[src/rtl/mcpu_ctrl_if.sv]
// ---------------------------------------------------------------------------
// mcpu_ctrl_if
// Bundle between the multi-cycle MIPS control FSM and its datapath.
//   Datapath -> control : OPcode, Fun (instruction register fields), zero
//                         (ALU flag), MIO_ready (memory/IO handshake)
//   Control -> datapath : PC/IR/register-file/memory enables, mux selects,
//                         ALU_Control, CPU_MIO bus ownership, debug state
//                         code and the stall watchdog pulse err
// master = control FSM side, slave = datapath side.
// ---------------------------------------------------------------------------
interface mcpu_ctrl_if;
  logic [5:0] OPcode;
  logic [5:0] Fun;
  logic       zero;
  logic       MIO_ready;

  logic       PCWrite;
  logic       PCWriteCond;
  logic       IorD;
  logic       MemRead;
  logic       MemWrite;
  logic       IRWrite;
  logic       RegDst;
  logic       RegWrite;
  logic [1:0] MemtoReg;
  logic       ALUSrcA;
  logic [1:0] ALUSrcB;
  logic [1:0] PCSource;
  logic       Jal;
  logic [2:0] ALU_Control;
  logic       CPU_MIO;
  logic [3:0] state;
  logic       err;

  modport master (
    input  OPcode, Fun, zero, MIO_ready,
    output PCWrite, PCWriteCond, IorD, MemRead, MemWrite, IRWrite, RegDst,
           RegWrite, MemtoReg, ALUSrcA, ALUSrcB, PCSource, Jal, ALU_Control,
           CPU_MIO, state, err
  );

  modport slave (
    output OPcode, Fun, zero, MIO_ready,
    input  PCWrite, PCWriteCond, IorD, MemRead, MemWrite, IRWrite, RegDst,
           RegWrite, MemtoReg, ALUSrcA, ALUSrcB, PCSource, Jal, ALU_Control,
           CPU_MIO, state, err
  );
endinterface

[src/rtl/mcpu_ctrl_fsm.sv]
// ---------------------------------------------------------------------------
// mcpu_ctrl_fsm
// Multi-cycle MIPS control FSM. One datapath phase per state; the shared
// memory phases (IF, MEM_RD, MEM_WR) wait on MIO_ready and a stall watchdog
// pulses err once when a single wait reaches TIMEOUT cycles.
// Ports:
//   clk  - rising-edge clock
//   rst  - asynchronous active-high reset (all outputs 0, ALU_Control=add)
//   bus  - mcpu_ctrl_if.master: instruction fields, zero, MIO_ready in;
//          datapath enables/selects, ALU_Control, CPU_MIO, state, err out
// Outputs are decodes of the state register; PCWriteCond (EX_BR) and the
// IF-phase IRWrite/PCWrite additionally depend on zero / MIO_ready.
// ---------------------------------------------------------------------------
module mcpu_ctrl_fsm #(
  parameter int unsigned TIMEOUT = 255
) (
  input  logic         clk,
  input  logic         rst,
  mcpu_ctrl_if.master  bus
);

  typedef enum logic [3:0] {
    S_IF      = 4'd0,
    S_ID      = 4'd1,
    S_EX_R    = 4'd2,
    S_WB_R    = 4'd3,
    S_EX_I    = 4'd4,
    S_WB_I    = 4'd5,
    S_EX_MEM  = 4'd6,
    S_MEM_RD  = 4'd7,
    S_WB_LW   = 4'd8,
    S_MEM_WR  = 4'd9,
    S_EX_BR   = 4'd10,
    S_EX_J    = 4'd11,
    S_EX_JR   = 4'd12,
    S_EX_JAL  = 4'd13,
    S_EX_JALR = 4'd14,
    S_WB_LUI  = 4'd15
  } state_t;

  localparam logic [2:0] ALU_ADD = 3'b010;
  localparam logic [2:0] ALU_SUB = 3'b110;
  localparam logic [2:0] ALU_AND = 3'b000;
  localparam logic [2:0] ALU_OR  = 3'b001;
  localparam logic [2:0] ALU_SLT = 3'b111;
  localparam logic [2:0] ALU_NOR = 3'b100;
  localparam logic [2:0] ALU_SRL = 3'b101;
  localparam logic [2:0] ALU_XOR = 3'b011;

  localparam logic [5:0] OP_RTYPE = 6'b000000;
  localparam logic [5:0] OP_J     = 6'b000010;
  localparam logic [5:0] OP_JAL   = 6'b000011;
  localparam logic [5:0] OP_BEQ   = 6'b000100;
  localparam logic [5:0] OP_BNE   = 6'b000101;
  localparam logic [5:0] OP_ADDI  = 6'b001000;
  localparam logic [5:0] OP_SLTI  = 6'b001010;
  localparam logic [5:0] OP_ANDI  = 6'b001100;
  localparam logic [5:0] OP_ORI   = 6'b001101;
  localparam logic [5:0] OP_XORI  = 6'b001110;
  localparam logic [5:0] OP_LUI   = 6'b001111;
  localparam logic [5:0] OP_LW    = 6'b100011;
  localparam logic [5:0] OP_SW    = 6'b101011;

  localparam logic [5:0] FN_JR    = 6'b001000;
  localparam logic [5:0] FN_JALR  = 6'b001001;

  localparam logic [7:0] STALL_MAX  = 8'(TIMEOUT);
  localparam logic [7:0] STALL_LAST = 8'(TIMEOUT - 1);

  // R-type function decode: {supported, ALU code}
  function automatic logic [3:0] fun_decode(input logic [5:0] fun);
    logic [3:0] d;
    case (fun)
      6'b100000, 6'b100001: d = {1'b1, ALU_ADD};
      6'b100010, 6'b100011: d = {1'b1, ALU_SUB};
      6'b100100:            d = {1'b1, ALU_AND};
      6'b100101:            d = {1'b1, ALU_OR};
      6'b100110:            d = {1'b1, ALU_XOR};
      6'b100111:            d = {1'b1, ALU_NOR};
      6'b101010:            d = {1'b1, ALU_SLT};
      6'b000010:            d = {1'b1, ALU_SRL};
      default:              d = {1'b0, ALU_ADD};
    endcase
    return d;
  endfunction

  // I-type ALU operation selected by the latched opcode
  function automatic logic [2:0] imm_alu(input logic [5:0] op);
    logic [2:0] a;
    case (op)
      OP_ANDI: a = ALU_AND;
      OP_ORI:  a = ALU_OR;
      OP_XORI: a = ALU_XOR;
      OP_SLTI: a = ALU_SLT;
      default: a = ALU_ADD;
    endcase
    return a;
  endfunction

  state_t     state_r;
  state_t     state_nxt_s;
  logic [5:0] op_r;
  logic [7:0] stall_cnt_r;
  logic [7:0] stall_cnt_nxt_s;
  logic       stall_s;
  logic       err_s;

  logic       pc_write_s;
  logic       pc_write_cond_s;
  logic       iord_s;
  logic       mem_read_s;
  logic       mem_write_s;
  logic       ir_write_s;
  logic       reg_dst_s;
  logic       reg_write_s;
  logic [1:0] mem_to_reg_s;
  logic       alu_src_a_s;
  logic [1:0] alu_src_b_s;
  logic [1:0] pc_source_s;
  logic       jal_s;
  logic [2:0] alu_ctrl_s;
  logic       cpu_mio_s;

  // State, latched opcode and stall counter registers
  // (the opcode is captured in ID so later phases ignore OPcode changes)
  always_ff @(posedge clk or posedge rst) begin
    if (rst) begin
      state_r     <= S_IF;
      op_r        <= 6'd0;
      stall_cnt_r <= 8'd0;
    end else begin
      state_r     <= state_nxt_s;
      stall_cnt_r <= stall_cnt_nxt_s;
      if (state_r == S_ID) begin
        op_r <= bus.OPcode;
      end else begin
        op_r <= op_r;
      end
    end
  end

  // Stall watchdog: counts consecutive unready memory cycles, saturating
  always_comb begin
    stall_s         = 1'b0;
    stall_cnt_nxt_s = 8'd0;
    err_s           = 1'b0;
    if ((state_r == S_IF) || (state_r == S_MEM_RD) || (state_r == S_MEM_WR)) begin
      stall_s = ~bus.MIO_ready;
    end else begin
      stall_s = 1'b0;
    end
    if (!stall_s) begin
      stall_cnt_nxt_s = 8'd0;
    end else if (stall_cnt_r == STALL_MAX) begin
      stall_cnt_nxt_s = stall_cnt_r;
    end else begin
      stall_cnt_nxt_s = stall_cnt_r + 8'd1;
    end
    // fires in the cycle the count reaches TIMEOUT; saturation keeps it single
    if (rst) begin
      err_s = 1'b0;
    end else begin
      err_s = stall_s && (stall_cnt_r == STALL_LAST);
    end
  end

  // Next-state and output decode
  always_comb begin
    state_nxt_s     = state_r;
    pc_write_s      = 1'b0;
    pc_write_cond_s = 1'b0;
    iord_s          = 1'b0;
    mem_read_s      = 1'b0;
    mem_write_s     = 1'b0;
    ir_write_s      = 1'b0;
    reg_dst_s       = 1'b0;
    reg_write_s     = 1'b0;
    mem_to_reg_s    = 2'b00;
    alu_src_a_s     = 1'b0;
    alu_src_b_s     = 2'b00;
    pc_source_s     = 2'b00;
    jal_s           = 1'b0;
    alu_ctrl_s      = ALU_ADD;
    cpu_mio_s       = 1'b0;
    if (rst) begin
      // outputs held at their idle values while reset is asserted
      state_nxt_s = S_IF;
    end else begin
      case (state_r)
        S_IF: begin
          mem_read_s  = 1'b1;
          alu_src_b_s = 2'b01;
          cpu_mio_s   = 1'b1;
          ir_write_s  = bus.MIO_ready;
          pc_write_s  = bus.MIO_ready;
          if (bus.MIO_ready) begin
            state_nxt_s = S_ID;
          end else begin
            state_nxt_s = S_IF;
          end
        end
        S_ID: begin
          // branch target computed here and parked in ALUOut
          alu_src_b_s = 2'b11;
          case (bus.OPcode)
            OP_RTYPE: begin
              if (bus.Fun == FN_JR) begin
                state_nxt_s = S_EX_JR;
              end else if (bus.Fun == FN_JALR) begin
                state_nxt_s = S_EX_JALR;
              end else if (fun_decode(bus.Fun) >= 4'd8) begin
                state_nxt_s = S_EX_R;
              end else begin
                state_nxt_s = S_IF;
              end
            end
            OP_ADDI, OP_SLTI, OP_ANDI, OP_ORI, OP_XORI: state_nxt_s = S_EX_I;
            OP_LW, OP_SW:   state_nxt_s = S_EX_MEM;
            OP_BEQ, OP_BNE: state_nxt_s = S_EX_BR;
            OP_J:           state_nxt_s = S_EX_J;
            OP_JAL:         state_nxt_s = S_EX_JAL;
            OP_LUI:         state_nxt_s = S_WB_LUI;
            default:        state_nxt_s = S_IF;
          endcase
        end
        S_EX_R: begin
          alu_src_a_s = 1'b1;
          alu_ctrl_s  = fun_decode(bus.Fun)[2:0];
          state_nxt_s = S_WB_R;
        end
        S_WB_R: begin
          reg_dst_s   = 1'b1;
          reg_write_s = 1'b1;
          state_nxt_s = S_IF;
        end
        S_EX_I: begin
          alu_src_a_s = 1'b1;
          alu_src_b_s = 2'b10;
          alu_ctrl_s  = imm_alu(op_r);
          state_nxt_s = S_WB_I;
        end
        S_WB_I: begin
          reg_write_s = 1'b1;
          state_nxt_s = S_IF;
        end
        S_EX_MEM: begin
          alu_src_a_s = 1'b1;
          alu_src_b_s = 2'b10;
          if (op_r == OP_SW) begin
            state_nxt_s = S_MEM_WR;
          end else begin
            state_nxt_s = S_MEM_RD;
          end
        end
        S_MEM_RD: begin
          iord_s     = 1'b1;
          mem_read_s = 1'b1;
          cpu_mio_s  = 1'b1;
          if (bus.MIO_ready) begin
            state_nxt_s = S_WB_LW;
          end else begin
            state_nxt_s = S_MEM_RD;
          end
        end
        S_WB_LW: begin
          mem_to_reg_s = 2'b01;
          reg_write_s  = 1'b1;
          state_nxt_s  = S_IF;
        end
        S_MEM_WR: begin
          iord_s      = 1'b1;
          mem_write_s = 1'b1;
          cpu_mio_s   = 1'b1;
          if (bus.MIO_ready) begin
            state_nxt_s = S_IF;
          end else begin
            state_nxt_s = S_MEM_WR;
          end
        end
        S_EX_BR: begin
          alu_src_a_s = 1'b1;
          alu_ctrl_s  = ALU_SUB;
          pc_source_s = 2'b01;
          if (op_r == OP_BEQ) begin
            pc_write_cond_s = bus.zero;
          end else begin
            pc_write_cond_s = ~bus.zero;
          end
          state_nxt_s = S_IF;
        end
        S_EX_J: begin
          pc_source_s = 2'b10;
          pc_write_s  = 1'b1;
          state_nxt_s = S_IF;
        end
        S_EX_JR: begin
          pc_source_s = 2'b11;
          pc_write_s  = 1'b1;
          state_nxt_s = S_IF;
        end
        S_EX_JAL, S_EX_JALR: begin
          mem_to_reg_s = 2'b11;
          jal_s        = 1'b1;
          reg_write_s  = 1'b1;
          pc_write_s   = 1'b1;
          if (state_r == S_EX_JAL) begin
            pc_source_s = 2'b10;
          end else begin
            pc_source_s = 2'b11;
          end
          state_nxt_s = S_IF;
        end
        S_WB_LUI: begin
          mem_to_reg_s = 2'b10;
          reg_write_s  = 1'b1;
          state_nxt_s  = S_IF;
        end
        default: state_nxt_s = S_IF;
      endcase
    end
  end

  assign bus.PCWrite     = pc_write_s;
  assign bus.PCWriteCond = pc_write_cond_s;
  assign bus.IorD        = iord_s;
  assign bus.MemRead     = mem_read_s;
  assign bus.MemWrite    = mem_write_s;
  assign bus.IRWrite     = ir_write_s;
  assign bus.RegDst      = reg_dst_s;
  assign bus.RegWrite    = reg_write_s;
  assign bus.MemtoReg    = mem_to_reg_s;
  assign bus.ALUSrcA     = alu_src_a_s;
  assign bus.ALUSrcB     = alu_src_b_s;
  assign bus.PCSource    = pc_source_s;
  assign bus.Jal         = jal_s;
  assign bus.ALU_Control = alu_ctrl_s;
  assign bus.CPU_MIO     = cpu_mio_s;
  assign bus.state       = state_r;
  assign bus.err         = err_s;

endmodule

[src/flat_wrapper.sv]
// flat-port wrapper written by rule: the top's interface ports become plain ports
module mcpu_ctrl_fsm_flat 
#(
  parameter int unsigned TIMEOUT = 255
)
  (clk, rst, bus_OPcode, bus_Fun, bus_zero, bus_MIO_ready, bus_PCWrite, bus_PCWriteCond, bus_IorD, bus_MemRead, bus_MemWrite, bus_IRWrite, bus_RegDst, bus_RegWrite, bus_MemtoReg, bus_ALUSrcA, bus_ALUSrcB, bus_PCSource, bus_Jal, bus_ALU_Control, bus_CPU_MIO, bus_state, bus_err);
  mcpu_ctrl_if bus_i ();
  input  logic clk;
  input  logic rst;
  input wire logic [$bits(bus_i.OPcode)-1:0] bus_OPcode;
  input wire logic [$bits(bus_i.Fun)-1:0] bus_Fun;
  input wire logic [$bits(bus_i.zero)-1:0] bus_zero;
  input wire logic [$bits(bus_i.MIO_ready)-1:0] bus_MIO_ready;
  output wire logic [$bits(bus_i.PCWrite)-1:0] bus_PCWrite;
  output wire logic [$bits(bus_i.PCWriteCond)-1:0] bus_PCWriteCond;
  output wire logic [$bits(bus_i.IorD)-1:0] bus_IorD;
  output wire logic [$bits(bus_i.MemRead)-1:0] bus_MemRead;
  output wire logic [$bits(bus_i.MemWrite)-1:0] bus_MemWrite;
  output wire logic [$bits(bus_i.IRWrite)-1:0] bus_IRWrite;
  output wire logic [$bits(bus_i.RegDst)-1:0] bus_RegDst;
  output wire logic [$bits(bus_i.RegWrite)-1:0] bus_RegWrite;
  output wire logic [$bits(bus_i.MemtoReg)-1:0] bus_MemtoReg;
  output wire logic [$bits(bus_i.ALUSrcA)-1:0] bus_ALUSrcA;
  output wire logic [$bits(bus_i.ALUSrcB)-1:0] bus_ALUSrcB;
  output wire logic [$bits(bus_i.PCSource)-1:0] bus_PCSource;
  output wire logic [$bits(bus_i.Jal)-1:0] bus_Jal;
  output wire logic [$bits(bus_i.ALU_Control)-1:0] bus_ALU_Control;
  output wire logic [$bits(bus_i.CPU_MIO)-1:0] bus_CPU_MIO;
  output wire logic [$bits(bus_i.state)-1:0] bus_state;
  output wire logic [$bits(bus_i.err)-1:0] bus_err;
  assign bus_i.OPcode = bus_OPcode;
  assign bus_i.Fun = bus_Fun;
  assign bus_i.zero = bus_zero;
  assign bus_i.MIO_ready = bus_MIO_ready;
  assign bus_PCWrite = bus_i.PCWrite;
  assign bus_PCWriteCond = bus_i.PCWriteCond;
  assign bus_IorD = bus_i.IorD;
  assign bus_MemRead = bus_i.MemRead;
  assign bus_MemWrite = bus_i.MemWrite;
  assign bus_IRWrite = bus_i.IRWrite;
  assign bus_RegDst = bus_i.RegDst;
  assign bus_RegWrite = bus_i.RegWrite;
  assign bus_MemtoReg = bus_i.MemtoReg;
  assign bus_ALUSrcA = bus_i.ALUSrcA;
  assign bus_ALUSrcB = bus_i.ALUSrcB;
  assign bus_PCSource = bus_i.PCSource;
  assign bus_Jal = bus_i.Jal;
  assign bus_ALU_Control = bus_i.ALU_Control;
  assign bus_CPU_MIO = bus_i.CPU_MIO;
  assign bus_state = bus_i.state;
  assign bus_err = bus_i.err;
  mcpu_ctrl_fsm #(.TIMEOUT(TIMEOUT)) u_core (.clk(clk), .rst(rst), .bus(bus_i));
endmodule
[config.mk]
export PLATFORM = sky130hd
export DESIGN_NAME = mcpu_ctrl_fsm_flat
export DESIGN_NICKNAME = d
export VERILOG_FILES = /design/src/rtl/mcpu_ctrl_if.sv /design/src/rtl/mcpu_ctrl_fsm.sv /design/src/flat_wrapper.sv
export SDC_FILE = /design/constraint.sdc
export NUM_CORES = 1
export LEC_CHECK = 0
export CORE_ASPECT_RATIO = 1.4
export CORE_MARGIN = 2
export CORE_UTILIZATION = 45
export DETAILED_ROUTE_END_ITERATION = 12
export PLACE_DENSITY_LB_ADDON = 0.08
export SYNTH_ARGS = -nofsm -noshare
export SYNTH_HDL_FRONTEND = slang
export SYNTH_SLANG_ARGS = --single-unit
[constraint.sdc]
create_clock -name clk -period 3.7 [get_ports clk]
set_input_delay 0.925 -clock clk [delete_from_list [all_inputs] [get_ports clk]]
set_output_delay 0.925 -clock clk [all_outputs]
set_load 0.05 [all_outputs]
# Word level (Yosys, flattened, before mapping)
# Cells that the tools add are included.
# totals
inputBits	16
register_bits	18
elab_cells	127
output_inout_bits	25
# op_classes
n_eq_ne	48
n_addsub	1
mux	53
n_bitwise	2
magnitude_cmp	1
n_reduce_logical	19
# ops
op	count
$eq A6 B4 Y1 const B	12
$eq A6 B6 Y1 const B	12
$pmux W4 S8	2
$mux W4	11
$eq A4 B4 Y1 const B	8
$pmux W4 S7	1
$mux W1	26
$eq A6 B2 Y1 const B	3
$eq A6 B3 Y1 const B	3
$eq A4 B3 Y1 const B	4
$eq A8 B8 Y1 const B	2
$mux W8	2
$reduce_or A2 Y1	8
$pmux W2 S3	2
$pmux W3 S4	1
$pmux W3 S3	1
$reduce_or A9 Y1	1
$add A8 B1 Y8 const B	1
$eq A4 B2 Y1 const B	2
$mux W2	4
$pmux W2 S4	1
$reduce_or A4 Y1	2
$logic_not A6 Y1	1
$reduce_or A6 Y1	1
11 further kinds	13

# Longest topological paths before layout
# Gate-level depths: netlist of run 1.
# depth
ltp_word	15
mapped_depth	7
depth_no_buf	6

# Least setup slack after synthesis of run 1
# Ideal clock, no wire load.
# synth_timing
path_kind	register -> output
start	reg u_core.state_r[0], in the netlist u_core.bus.state[0]
end	out bus_ALUSrcA
stages_incl_launch_ff	4
arrival_time_ns	3.517
slack_ns	-0.742
path_buffers	2
t_required_ns	2.775
path_cell_list	dfrtp_1 clkbuf_1 clkbuf_1 a2111oi_0
# synth_between
elab_chain_len	4
elab_cells_between_ends	7
classes_between	eq/ne: 4; mux: 2; reduce/logical: 1
# synth_rtl
item	line	text
start: declaration	mcpu_ctrl_fsm.sv:100	state_t state_r;
start signal: assignment	mcpu_ctrl_fsm.sv:132	state_r <= state_nxt_s;
$eq A4 B2 Y1, or another cell as far along	mcpu_ctrl_fsm.sv:189	case (state_r)
$reduce_or A4 Y1 (no line) *	-	
$mux W1 *	mcpu_ctrl_fsm.sv:189	
$mux W1 *	mcpu_ctrl_fsm.sv:185	if (rst) begin
end: declaration	flat_wrapper.sv:23	output wire logic [$bits(bus_i.ALUSrcA)-1:0] bus_ALUSrcA;
# Mark *: on every way between the ends. The rest lies on a longest branch, timed or not.

# Worst setup path after layout of run 1
# layout_timing
start	in bus_Fun[1]
end	out bus_ALU_Control[0]
# layout_between
elab_chain_len	5
elab_cells_between_ends	15
classes_between	eq/ne: 10; mux: 3; reduce/logical: 2
# layout_rtl
item	line	text
start: declaration	flat_wrapper.sv:11	input wire logic [$bits(bus_i.Fun)-1:0] bus_Fun;
$eq A6 B6 Y1	mcpu_ctrl_fsm.sv:73	case (fun)
$reduce_or A2 Y1	mcpu_ctrl_fsm.sv:73	
$pmux W4 S8 *	mcpu_ctrl_fsm.sv:73	
$pmux W3 S3 *	mcpu_ctrl_fsm.sv:189	
$mux W3 *	mcpu_ctrl_fsm.sv:185	
end: declaration	flat_wrapper.sv:27	output wire logic [$bits(bus_i.ALU_Control)-1:0] bus_ALU_Control;
# Marks and branches as above.

==> reports/qor.csv, run 1 <==
metric,value,unit
Core Region,0.00358,mm^2
vias,1744,
post-CTS sizing,0,
Worst path top cell family by delay,buffers and inverters,
CTS tree,yes,
grt ovf,0,
"Period Utilization, post-route",93.5,%
cell with the most instances after synthesis,nor2_1,
Via-to-Cell Ratio,5.77,
cts hold-fix bufs,0,
CTS max path bufs,2,
Syn Nets,235,
die area,0.00417,mm^2
CP max stage delay,0.47,ns
RD Place Congestion,0.841,
"Warnings, synthesis",0,
FILL cells,317,
Cells after Synth,217,
WHS,0.537,ns
Setup Buffers After CTS,0,
Setup Skew,0.00164,ns
Crit. Startpoint,bus_Fun[1],
DR pass1 iterations,4,
Sequential Area,450,um^2
min-delay worst type,flip-flop to flip-flop,
IO Pins,41,
Post-Layout Cell Count,302,
"Seq/Total Area, Yosys",27.3,%
H-tree levels,1,
final hold violations,0,
number of synthesized flops with an enable pin,0,
crit path launch type,input port,
Synth Area per Inst,7.59,um^2
Worst-path clk slew,0.07,ns
first-pass GRT wire length,7030,um
final WL,4320,um
Syn-to-layout area delta,42.7,%
status,"complete, no violations",
Buffers on Ports,40,
Worst slew margin,58.9,%
antenna-violating nets left,0,
dpl cells,298,
CP endpoint kind,output pin,
synthesized flop and latch total,18,
WP depth,6,
"Primary FF master, synth",dfrtp_1,
total negative slack,0,ns
async set-reset flop share out of synthesis,100,%
Hold Path Depth,1,
Die X,55.1,um
clk sinks,18,
final core occ,65.7,%
Pleak,0.918,nW
Mapped Area,0.00165,mm^2
initial antenna violation count,0,
layout cell share with drive strength beyond 1,19.2,%
DR DRC count,0,
worst-path fanout max,3,
Starting Density,46.0,%
post-route cell area,0.00235,mm^2
Critical Path RT,2.77,ns
clk root buf,clkbuf_8,
worst vdd rail ir drop,0.000185,V
CP bufs+invs,2,
R2R cell count,6,
CP max-delay cell,or3b_2,
largest area contributor in the netlist,dfrtp_1,
r2r setup slk,1.71,ns
Placement Cell Area,0.00230,mm^2
Least-Margin Pin Slew,0.615,ns
Multi-input gate area,0.00113,mm^2
CTS Buf Count,3,
RSZ-0062 raised after global routing,no,
Final Max Tran Viols,0,
launch point of the worst hold path,u_core.op_r[4],
Critical Path AT,2.53,ns
chip height,75.6,um
1st-iter DRT viols,43,
WS Path Type,input port to output pin,
Max Clock Freq,289,MHz
detailed placement HPWL,3380,um
post-synth cell types,53,
Commonest cells post-synth,"nor2_1, nand2_1, dfrtp_1",
Wirelength per Cell,14.3,um
number of diodes,0,
num rows,26,
critical-path cell list,"clkdlybuf4s50_1, or3b_2, nor3_1, o21ai_0, a21oi_1, buf_12",
gr usage total,22.6,%
vias in the first global route,1587,
RR Startpoint,u_core.bus.state[1],
final setup fails,0,
share of the synthesized area in the top cell type,27.3,%
Area contributors post-synth,"dfrtp_1, nor2_1, nand2_1",
PD cells,228,mW/mm^2
Clock Latency Late Sink,0.25,ns
"Min Clock Period, post-route",3.46,ns
Nets,279,
Max Cap Viol,0,
largest net degree at the start of global routing,23,
[power by group]
part / switching [W] / total [W] / leakage, nW / internal, W
clock: 0.0000678 / 0.000162 / 0.0288 / 0.0000944
sequential: 0.0000182 / 0.000230 / 0.236 / 0.000212
combinational: 0.0000761 / 0.000144 / 0.654 / 0.0000677
total: 0.000162 / 0.000536 / 0.918 / 0.000374
[sequential cells by signal, summed over array words and instances, names as in the netlist]
signal              count
u_core.stall_cnt_r      8
u_core.bus.state        4
u_core.op_r             6
[area by class of cell]
cell class	instances	share of cell area, %
Tap cell	42	2.24
Multi-Input combinational cell	182	48.3
Timing Repair Buffer	50	27.0
Clock buffer	4	2.34
Sequential cell	18	19.2
Inverter	6	0.958
[logic make-up (layout without fill, tap and decap cells)]
kind of cell,after synthesis,count (layout),synth area share (%)
AO/OA/AOI/OAI,47,47,18.4
XOR/XNOR,7,7,3.72
adder cells (fa/ha/maj),2,2,1.52
buffers and inverters,17,60,4.93
flip-flops,18,18,27.3
multiplexers,7,7,4.71
AND/OR/NAND/NOR,119,119,39.4
[cell usage in the layout (no fill, tap or decap), drive strengths merged, types with 9 or more instances in the layout]
| master | n |
|---|---|
| dfrtp | 18 |
| clkdlybuf4s50 | 19 |
| nor2 | 29 |
| o21ai | 11 |
| nand2 | 21 |
| nor3 | 13 |
| nand3 | 12 |
| buf | 31 |
| a21oi | 9 |
[layer usage]
layer  wire length [um]  vias to the layer above  share of wire [%]  track usage [%]
met5                  0                        -                  0                0
met4                 21                        0               0.49             4.88
met1               1840                      827                 43             28.0
met2               2350                       30                 54             41.1
met3                109                        2                2.5             2.35
li1                   -                      885                  -                -
[path summary, 6_finish.rpt]
check                                              to
worst min register to register         u_core.op_r[4]
worst min-delay path                   u_core.op_r[4]
worst max register to register    u_core.bus.state[1]
max in group asynchronous       u_core.stall_cnt_r[5]
worst max-delay path               bus_ALU_Control[0]
min in group asynchronous         u_core.bus.state[0]
[per-stage QoR]
stage	power [W]	setup WS, ns
global route	0.000566	0.117
global placement	0.000376	0.260
CTS	0.000541	0.230
detailed placement	0.000378	0.246
floorplan	0.000318	-0.0724
finish	0.000536	0.242
Power figures use the tool's default switching activity.
==> inputs of run 2 (changes only) <==
- SKIP_CTS_REPAIR_TIMING: not set -> 1
==> results of run 2 <==
The final DEF is identical to that of run 1; final timing and power are the same.
